### src/rtl/hazard_scoreboard.sv
// Hazard controller for the 5-stage core: tracks EX/MEM/WB destinations and drives stalls,
// flushes and operand forward selects. Define HAZARD_PERF_CNT_EN to build the stall/flush counters.
module hazard_scoreboard #(
    parameter int REG_ADDR_W = 4,
    parameter int PC_REG     = 15,
    parameter int LOAD_STALL = 1,
    parameter int CNT_W      = 16
) (
    input  logic                  clk,
    input  logic                  rst,
    input  logic                  id_valid,
    input  logic [REG_ADDR_W-1:0] id_r1_addr,
    input  logic [REG_ADDR_W-1:0] id_r2_addr,
    input  logic                  id_r1_used,
    input  logic                  id_r2_used,
    input  logic [REG_ADDR_W-1:0] id_rd_addr,
    input  logic                  id_reg_write,
    input  logic                  id_mem_to_reg,
    input  logic                  ex_branch_taken,
    input  logic                  mem_busy,
    output logic                  stall_f,
    output logic                  stall_d,
    output logic                  stall_e,
    output logic                  stall_m,
    output logic                  flush_d,
    output logic                  flush_e,
    output logic [1:0]            forward_a,
    output logic [1:0]            forward_b,
    output logic [CNT_W-1:0]      stall_count,
    output logic [CNT_W-1:0]      flush_count
);

    typedef struct packed {
        logic                  valid;
        logic [REG_ADDR_W-1:0] rd;
        logic                  regWrite;
        logic                  memToReg;
        logic [REG_ADDR_W-1:0] r1;
        logic [REG_ADDR_W-1:0] r2;
        logic                  r1Used;
        logic                  r2Used;
    } entry_t;

    typedef enum logic [1:0] {
        MODE_RUN,
        MODE_STALL,
        MODE_FLUSH,
        MODE_FREEZE
    } mode_e;

    localparam logic [REG_ADDR_W-1:0] PcAddr   = REG_ADDR_W'(PC_REG);
    localparam logic [1:0]            LoadInit = 2'(LOAD_STALL - 1);

    entry_t     exEntry_q, exEntry_d;
    entry_t     memEntry_q, memEntry_d;
    entry_t     wbEntry_q, wbEntry_d;
    logic [1:0] loadCnt_q, loadCnt_d;
    logic       loadUse;
    mode_e      mode;
    logic       unusedWb;

    // A load sitting in MEM has no data yet, so it may only forward once it reaches WB.
    function automatic logic [1:0] fwdSelect(input logic [REG_ADDR_W-1:0] src,
                                             input logic                  used,
                                             input entry_t                memE,
                                             input entry_t                wbE);
        logic [1:0] sel;
        sel = 2'd0;
        if (used && src != PcAddr) begin
            if (memE.valid && memE.regWrite && !memE.memToReg && memE.rd == src) begin
                sel = 2'd2;
            end else if (wbE.valid && wbE.regWrite && wbE.rd == src) begin
                sel = 2'd1;
            end
        end
        return sel;
    endfunction

    always_comb begin
        loadUse = id_valid && exEntry_q.valid && exEntry_q.memToReg && (exEntry_q.rd != PcAddr) &&
                  ((id_r1_used && id_r1_addr == exEntry_q.rd) ||
                   (id_r2_used && id_r2_addr == exEntry_q.rd));
        mode = MODE_RUN;
        if (mem_busy) begin
            mode = MODE_FREEZE;
        end else if (ex_branch_taken) begin
            mode = MODE_FLUSH;
        end else if (loadUse || loadCnt_q != 2'd0) begin
            mode = MODE_STALL;
        end
    end

    always_ff @(posedge clk) begin
        if (rst) begin
            exEntry_q  <= '0;
            memEntry_q <= '0;
            wbEntry_q  <= '0;
            loadCnt_q  <= 2'd0;
        end else begin
            exEntry_q  <= exEntry_d;
            memEntry_q <= memEntry_d;
            wbEntry_q  <= wbEntry_d;
            loadCnt_q  <= loadCnt_d;
        end
    end

    always_comb begin
        exEntry_d  = exEntry_q;
        memEntry_d = memEntry_q;
        wbEntry_d  = wbEntry_q;
        loadCnt_d  = loadCnt_q;
        case (mode)
            MODE_FREEZE: begin
                wbEntry_d = '0;
            end
            MODE_FLUSH: begin
                exEntry_d  = '0;
                memEntry_d = exEntry_q;
                wbEntry_d  = memEntry_q;
                loadCnt_d  = 2'd0;
            end
            MODE_STALL: begin
                exEntry_d  = '0;
                memEntry_d = exEntry_q;
                wbEntry_d  = memEntry_q;
                loadCnt_d  = (loadCnt_q != 2'd0) ? loadCnt_q - 2'd1 : LoadInit;
            end
            default: begin
                exEntry_d.valid    = id_valid & id_reg_write;
                exEntry_d.rd       = id_rd_addr;
                exEntry_d.regWrite = id_reg_write;
                exEntry_d.memToReg = id_mem_to_reg;
                exEntry_d.r1       = id_r1_addr;
                exEntry_d.r2       = id_r2_addr;
                exEntry_d.r1Used   = id_r1_used;
                exEntry_d.r2Used   = id_r2_used;
                memEntry_d         = exEntry_q;
                wbEntry_d          = memEntry_q;
            end
        endcase
    end

    always_comb begin
        stall_f   = 1'b0;
        stall_d   = 1'b0;
        stall_e   = 1'b0;
        stall_m   = 1'b0;
        flush_d   = 1'b0;
        flush_e   = 1'b0;
        forward_a = 2'd0;
        forward_b = 2'd0;
        if (!rst) begin
            case (mode)
                MODE_FREEZE: begin
                    stall_f = 1'b1;
                    stall_d = 1'b1;
                    stall_e = 1'b1;
                    stall_m = 1'b1;
                end
                MODE_FLUSH: begin
                    flush_d = 1'b1;
                    flush_e = 1'b1;
                end
                MODE_STALL: begin
                    stall_f = 1'b1;
                    stall_d = 1'b1;
                    flush_e = 1'b1;
                end
                default: begin
                end
            endcase
            if (exEntry_q.valid) begin
                forward_a = fwdSelect(exEntry_q.r1, exEntry_q.r1Used, memEntry_q, wbEntry_q);
                forward_b = fwdSelect(exEntry_q.r2, exEntry_q.r2Used, memEntry_q, wbEntry_q);
            end
        end
    end

    assign unusedWb = ^{wbEntry_q.r1, wbEntry_q.r2, wbEntry_q.r1Used, wbEntry_q.r2Used,
                        wbEntry_q.memToReg};

`ifdef HAZARD_PERF_CNT_EN
    logic [CNT_W-1:0] stallCnt_q;
    logic [CNT_W-1:0] flushCnt_q;

    // Saturating event counters; they stick at all-ones rather than wrapping.
    always_ff @(posedge clk) begin
        if (rst) begin
            stallCnt_q <= '0;
            flushCnt_q <= '0;
        end else begin
            if (stall_d && stallCnt_q != '1) begin
                stallCnt_q <= stallCnt_q + CNT_W'(1);
            end
            if (flush_e && flushCnt_q != '1) begin
                flushCnt_q <= flushCnt_q + CNT_W'(1);
            end
        end
    end

    assign stall_count = stallCnt_q;
    assign flush_count = flushCnt_q;
`else
    assign stall_count = '0;
    assign flush_count = '0;
`endif

endmodule
### config.mk
export PLATFORM = sky130hd
export DESIGN_NAME = hazard_scoreboard
export DESIGN_NICKNAME = d
export VERILOG_FILES = /design/src/rtl/hazard_scoreboard.sv
export SDC_FILE = /design/constraint.sdc
export NUM_CORES = 1
export LEC_CHECK = 0
export BUFFER_PORTS_ARGS = -buffer_cell sky130_fd_sc_hd__buf_2
export CAP_MARGIN = 10
export CELL_PAD_IN_SITES_DETAIL_PLACEMENT = 1
export CELL_PAD_IN_SITES_GLOBAL_PLACEMENT = 2
export CORE_UTILIZATION = 29
export DETAILED_ROUTE_END_ITERATION = 8
export PLACE_DENSITY_LB_ADDON = 0.3
export SYNTH_ARGS = -nofsm -noshare
export SYNTH_HDL_FRONTEND = slang
export SYNTH_SLANG_ARGS = --single-unit
### constraint.sdc
create_clock -name clk -period 2.55 [get_ports clk]
set_input_delay 0.255 -clock clk [delete_from_list [all_inputs] [get_ports clk]]
set_output_delay 0.255 -clock clk [all_outputs]
set_load 0.05 [all_outputs]
## Word level (Yosys, flattened, before mapping)

Cells that the tools add are included.

| storage, ports and cells | value |
|---|---|
| flip-flop bits (word level) | 32 |
| input bits | 21 |
| output and inout bits | 42 |
| logic and storage cells | 77 |

| cells by class | value |
|---|---|
| add/subtract/negate cells | 1 |
| equal/unequal tests | 12 |
| muxes and demuxes | 24 |
| bitwise operators | 1 |
| reductions and logical operators | 23 |

Operators by type and width:

| cell | count |
|---|---|
| $pmux 17 s2 | 1 |
| $eq 4x4->1 | 6 |
| $mux 2 | 11 |
| $logic_and 1x1->1 | 15 |
| $ne 4x4->1 const B | 3 |
| $mux 1 | 11 |
| $reduce_or 2->1 | 3 |
| $eq 2x2->1 const B | 2 |
| $pmux 2 s2 | 1 |
| $reduce_bool 2->1 | 2 |
| $eq 2x1->1 const B | 1 |
| $logic_or 1x1->1 | 2 |
| $sub 2x1->2 const B | 1 |
| $and 1x1->1 | 1 |
| $logic_not 1->1 | 1 |

## Depth between registers and ports, before layout

| logic depth | value |
|---|---|
| depth after elaboration | 12 |
| mapped depth | 9 |
| gate-level depth less buffers | 8 |

## Worst setup path after synthesis

OpenSTA, ideal clock, no wires.

| timing path | value |
|---|---|
| path kind | register to output |
| start | register exEntry_q[13] in the netlist's numbering |
| end | output stall_m |
| arrival time | 2,224 ps |
| required time | 2,295 ps |
| slack | 71 ps |
| cell stages (with the launch flop) | 10 |
| path buffers | 3 |
| path through | dfxtp_1 nand4_1 nand4_1 or3_4 a21oi_1 ha_1 nor2b_1 buf_2 buf_2 buf_4 |

| on the way | value |
|---|---|
| word-level cells in the longest chain between the ends | 11 |
| elaborated cells on any way between the ends | 15 |
| classes of those cells | eq/ne: 4; mux: 5; reduce/logical: 6 |

RTL lines:

| element | RTL line | text |
|---|---|---|
| from (decl) | 54 | `entry_t exEntry_q, exEntry_d;` |
| from (signal assigned) | 100 | `exEntry_q <= exEntry_d;` |
| $eq 4x4->1, on equally long branches | 81, 82 |  |
| $logic_and 1x1->1, on equally long branches | 81, 82 |  |
| $logic_or 1x1->1 | 81 | `((id_r1_used && id_r1_addr == exEntry_q.rd) \|\|` |
| $logic_and 1x1->1 (*) | 80 | `loadUse = id_valid && exEntry_q.valid && exEntry_q.memToReg && (exEntry_q.rd != PcAddr) &&` |
| $logic_or 1x1->1 (*) | 88 | `end else if (loadUse \|\| loadCnt_q != 2'd0) begin` |
| $mux 1 (*) | 88 |  |
| $mux 2 (*) | 86 | `end else if (ex_branch_taken) begin` |
| $mux 2 (*) | 84 | `if (mem_busy) begin` |
| $eq 2x2->1 (*) | -- |  |
| $mux 1 (*) (2 in series) | -- |  |
| to (decl) | 24 | `output logic stall_m,` |

Mark *: on every way between the ends. The rest lies on a longest branch, timed or not.

## Final worst setup path

| timing path | value |
|---|---|
| start | register exEntry_q[14] in the netlist's numbering |
| end | output flush_e |

| on the way | value |
|---|---|
| word-level cells in the longest chain between the ends | 12 |
| elaborated cells on any way between the ends | 17 |
| classes of those cells | eq/ne: 5; mux: 5; reduce/logical: 7 |

RTL lines:

| element | RTL line | text |
|---|---|---|
| $eq 4x4->1, on equally long branches | 81, 82 |  |
| $logic_and 1x1->1, on equally long branches | 81, 82 |  |
| $logic_or 1x1->1 | 81 |  |
| $logic_and 1x1->1 (*) | 80 |  |
| $logic_or 1x1->1 (*) | 88 |  |
| $mux 1 (*) | 88 |  |
| $mux 2 (*) | 86 |  |
| $mux 2 (*) | 84 |  |
| $eq 2x1->1 or $eq 2x2->1 (tied branches) | 153 | `case (mode)` |
| $reduce_or 2->1 (no line) (*) | -- |  |
| $mux 1 (*) | 153 |  |
| $mux 1 (*) | 152 | `if (!rst) begin` |
| to (decl) | 26 | `output logic flush_e,` |

Marks and branches as above.

==> results.ini <==
[finish]
n_antenna_cell=0
fin_area_mm2=0.002034
layout.cells.most_common_list=32 x conb_1, 29 x dfxtp_1, 28 x buf_2
final_nets=242
fillers=700
final_common_cell=conb_1
syn_to_final_growth_pct=16.64
fin_cells=291
drive_above_1_share=0.2694

[logic_synthesis]
synth.avg_cell_area_um2=9.531
ys_seq_area_frac=0.3673
synthCells=183
synth_cell_types=34
yosys_register_bits=32
yosysWarnings=0
synth_area_mm2=0.001744

[cts]
cts_buffers=5
clock_path_buffers=2
htreeDepth=2
cts.sinks=32
holdBufCountCts=0
cts_tree=yes
cts.clk_slew.worst_paths_ns=0.07
clk-insertion-delay-late_ns=0.28
post-cts-setup-buffers=0
cts-root-buf=clkbuf_8

[placed_design]
placed_cell_area_mm2=0.001859
placed_cells=283
place_congestion=0.7174
place_hpwl_um=2990
port_buffers=30

[worst_setup_path]
startpoint_type=flip-flop
worstPathRequired_ns=2.30
critPathSlowestCell=or3_4
crit_arrival_ns=2.17
slowest_delay_ns=0.44
crit_chain=nand4_1 -> nand4_1 -> or3_4 -> a21oi_4 -> ha_2 -> nor2b_1 -> buf_2
cpMostUsedCell=nand4_1
crit_type=flip-flop to output pin
cp-end-kind=output pin
crit_path_max_fanout=6
rrSetupSlack_ns=0.34

[route]
firstDrtPassIters=4
drtIter0Drc=52
drc=0
wire_per_inst_um=13.25
drtAntennaViolNets=0
viasPerCell=4.375
vias=1273
drt_wl_total_um=3855

[die]
dieWidth_um=79.55
fp.dieH_um=79.55
io-pin-count=63
start_util=0.3092
rows=27
core_mm2=0.005642
fp.dieArea_mm2=0.006328

[global_routing]
antenna_found_initial=0
grt_pass1_wl_um=6009
overflow=0
grt_pass1_vias=1222
grt_max_degree=18
groute.usage.overall=0.1304

[pwr]
p_seq_frac=0.410
powerDensity_mw_per_mm2=657.2
switchingPower_w=0.0003984
intPower_w=0.0009386
power.share.clock=0.395
pwr-share-comb=0.195
vdd.ir_drop.worst_uv=334.4
p_sw_frac=0.2980
leakage_nw=0.9123
power.total_w=0.001337

[sta]
fin_crit_ns=2.423
rsz0062_at_grt=true
fin_crit_sh=0.9500
finalSetupViolCount=0
finalClockSkew_ns=0.004668
fmax_mhz=412.8
drv_slew=0
hold_viol=0
tns_ns=0

[worst_hold_path]
hp-class=input pin to flip-flop

[run]
max_cap_violations=0

[outcome]
status=complete, no violations

==> through the flow <==
step	setup slack [ns]	utilization	hold WS, ns
finish	0.1274	0.3606	0.1803
global route	-0.01369	0.3606	0.1782
CTS	0.01626	0.3564	0.1695
detailed placement	0.05587	0.3296	0.4661
global placement	0.1100	0.3296	0.4542
floorplan	0.07147	-	0.3805
==> cells in the mapped netlist <==
| master | n | area share |
|---|---|---|
| buf_4 | 34 | 0.15 |
| dfxtp_1 | 32 | 0.37 |
| xnor2_1 | 16 | 0.080 |
| a22o_1 | 15 | 0.075 |
| nor2_1 | 13 | 0.028 |
| xor2_1 | 8 | 0.040 |
| mux2i_1 | 7 | 0.040 |
| and2_1 | 6 | 0.022 |
| nand2_1 | 6 | 0.013 |
| nand3_1 | 5 | 0.014 |
| nand4_1 | 5 | 0.018 |
| nor3_1 | 5 | 0.014 |
| buf_2 | 4 | 0.011 |
| ha_1 | 3 | 0.022 |
| nor2b_1 | 3 | 0.011 |
| a21oi_1 | 2 | 0.0057 |
| nand2b_1 | 2 | 0.0072 |
| a211oi_2 | 1 | 0.0072 |
| a21o_2 | 1 | 0.0050 |
| a22o_2 | 1 | 0.0057 |
| a32oi_1 | 1 | 0.0050 |
| and2b_1 | 1 | 0.0043 |
| and4_1 | 1 | 0.0050 |
| and4b_1 | 1 | 0.0057 |
| buf_6 | 1 | 0.0065 |
| conb_1 | 1 | 0.0022 |
| inv_1 | 1 | 0.0022 |
| mux2_2 | 1 | 0.0065 |
| nand3b_1 | 1 | 0.0043 |
| nor3_2 | 1 | 0.0057 |
| nor4_1 | 1 | 0.0036 |
| o31a_2 | 1 | 0.0057 |
| or2_2 | 1 | 0.0036 |
| or3_4 | 1 | 0.0065 |
==> layer usage <==
metal	vias to the layer above	part of all wire	track usage
li1	632	-	-
met1	594	0.45	0.1571
met2	43	0.48	0.2145
met3	4	0.050	0.03086
met4	0	0.018	0.06545
met5	-	0	0
==> flip-flops by register name, summed over array words and instances (netlist names) <==
register    cells
wbEntry_q       6
memEntry_q      7
exEntry_q      17
loadCnt_q       2
==> worst paths after layout <==
kind | startpoint | end | cells after the start
worst max-delay path | exEntry_q[14] | flush_e | 7
worst min-delay path | id_rd_addr[2] | exEntry_q[14] | 2
worst max register to register | exEntry_q[14] | exEntry_q[13] | 9
worst min register to register | loadCnt_q[1] | loadCnt_q[1] | 2
==> critical path, delay by kind of cell (launching register included) <==
kind	cells	cell delay, ns
compound gates	1	0.15
buf+inv	1	0.22
flops	1	0.36
simple gates	4	0.83
fa+ha+maj	1	0.32
==> cell type report <==
type	count	area, um2	share of cell area
Clock inverter	1	30.03	0.01476
Timing Repair Buffer	36	211.5	0.1039
Tap cell	72	90.09	0.04428
Inverter	1	3.754	0.001845
Clock buffer	7	96.34	0.04736
Multi-Input combinational cell	142	958.4	0.4711
Sequential cell	32	644.4	0.3167
==> logic make-up (layout without fill, tap and decap cells) <==
kind of cell,count (synthesis),count (layout),synth area share
other,1,32,0.002150
buffers and inverters,40,45,0.1664
and+or+nand+nor,53,53,0.1657
xor gates and xnor gates,24,24,0.1205
AOI/OAI and AO/OA,22,22,0.1098
adders and majority gates,3,3,0.02152
DFF,32,32,0.3673
muxes,8,8,0.04663
==> power groups by stage <==
stage | registers, W | logic (W) | clock network (W)
after floorplan | 0.000548 | 0.000247 | 0
after global placement | 0.000558 | 0.000254 | 0
after detailed placement | 0.000559 | 0.000254 | 0
after CTS | 0.000548 | 0.000259 | 0.000543
after global routing | 0.000551 | 0.000278 | 0.000574
final | 0.000548 | 0.000260 | 0.000529
==> repair_timing <==
item                                   CTS  global route
endpoints found under the hold margin    0             0
setup endpoints to repair                3             3
gates resized for setup                  9             5
Power figures use the tool's default switching activity.
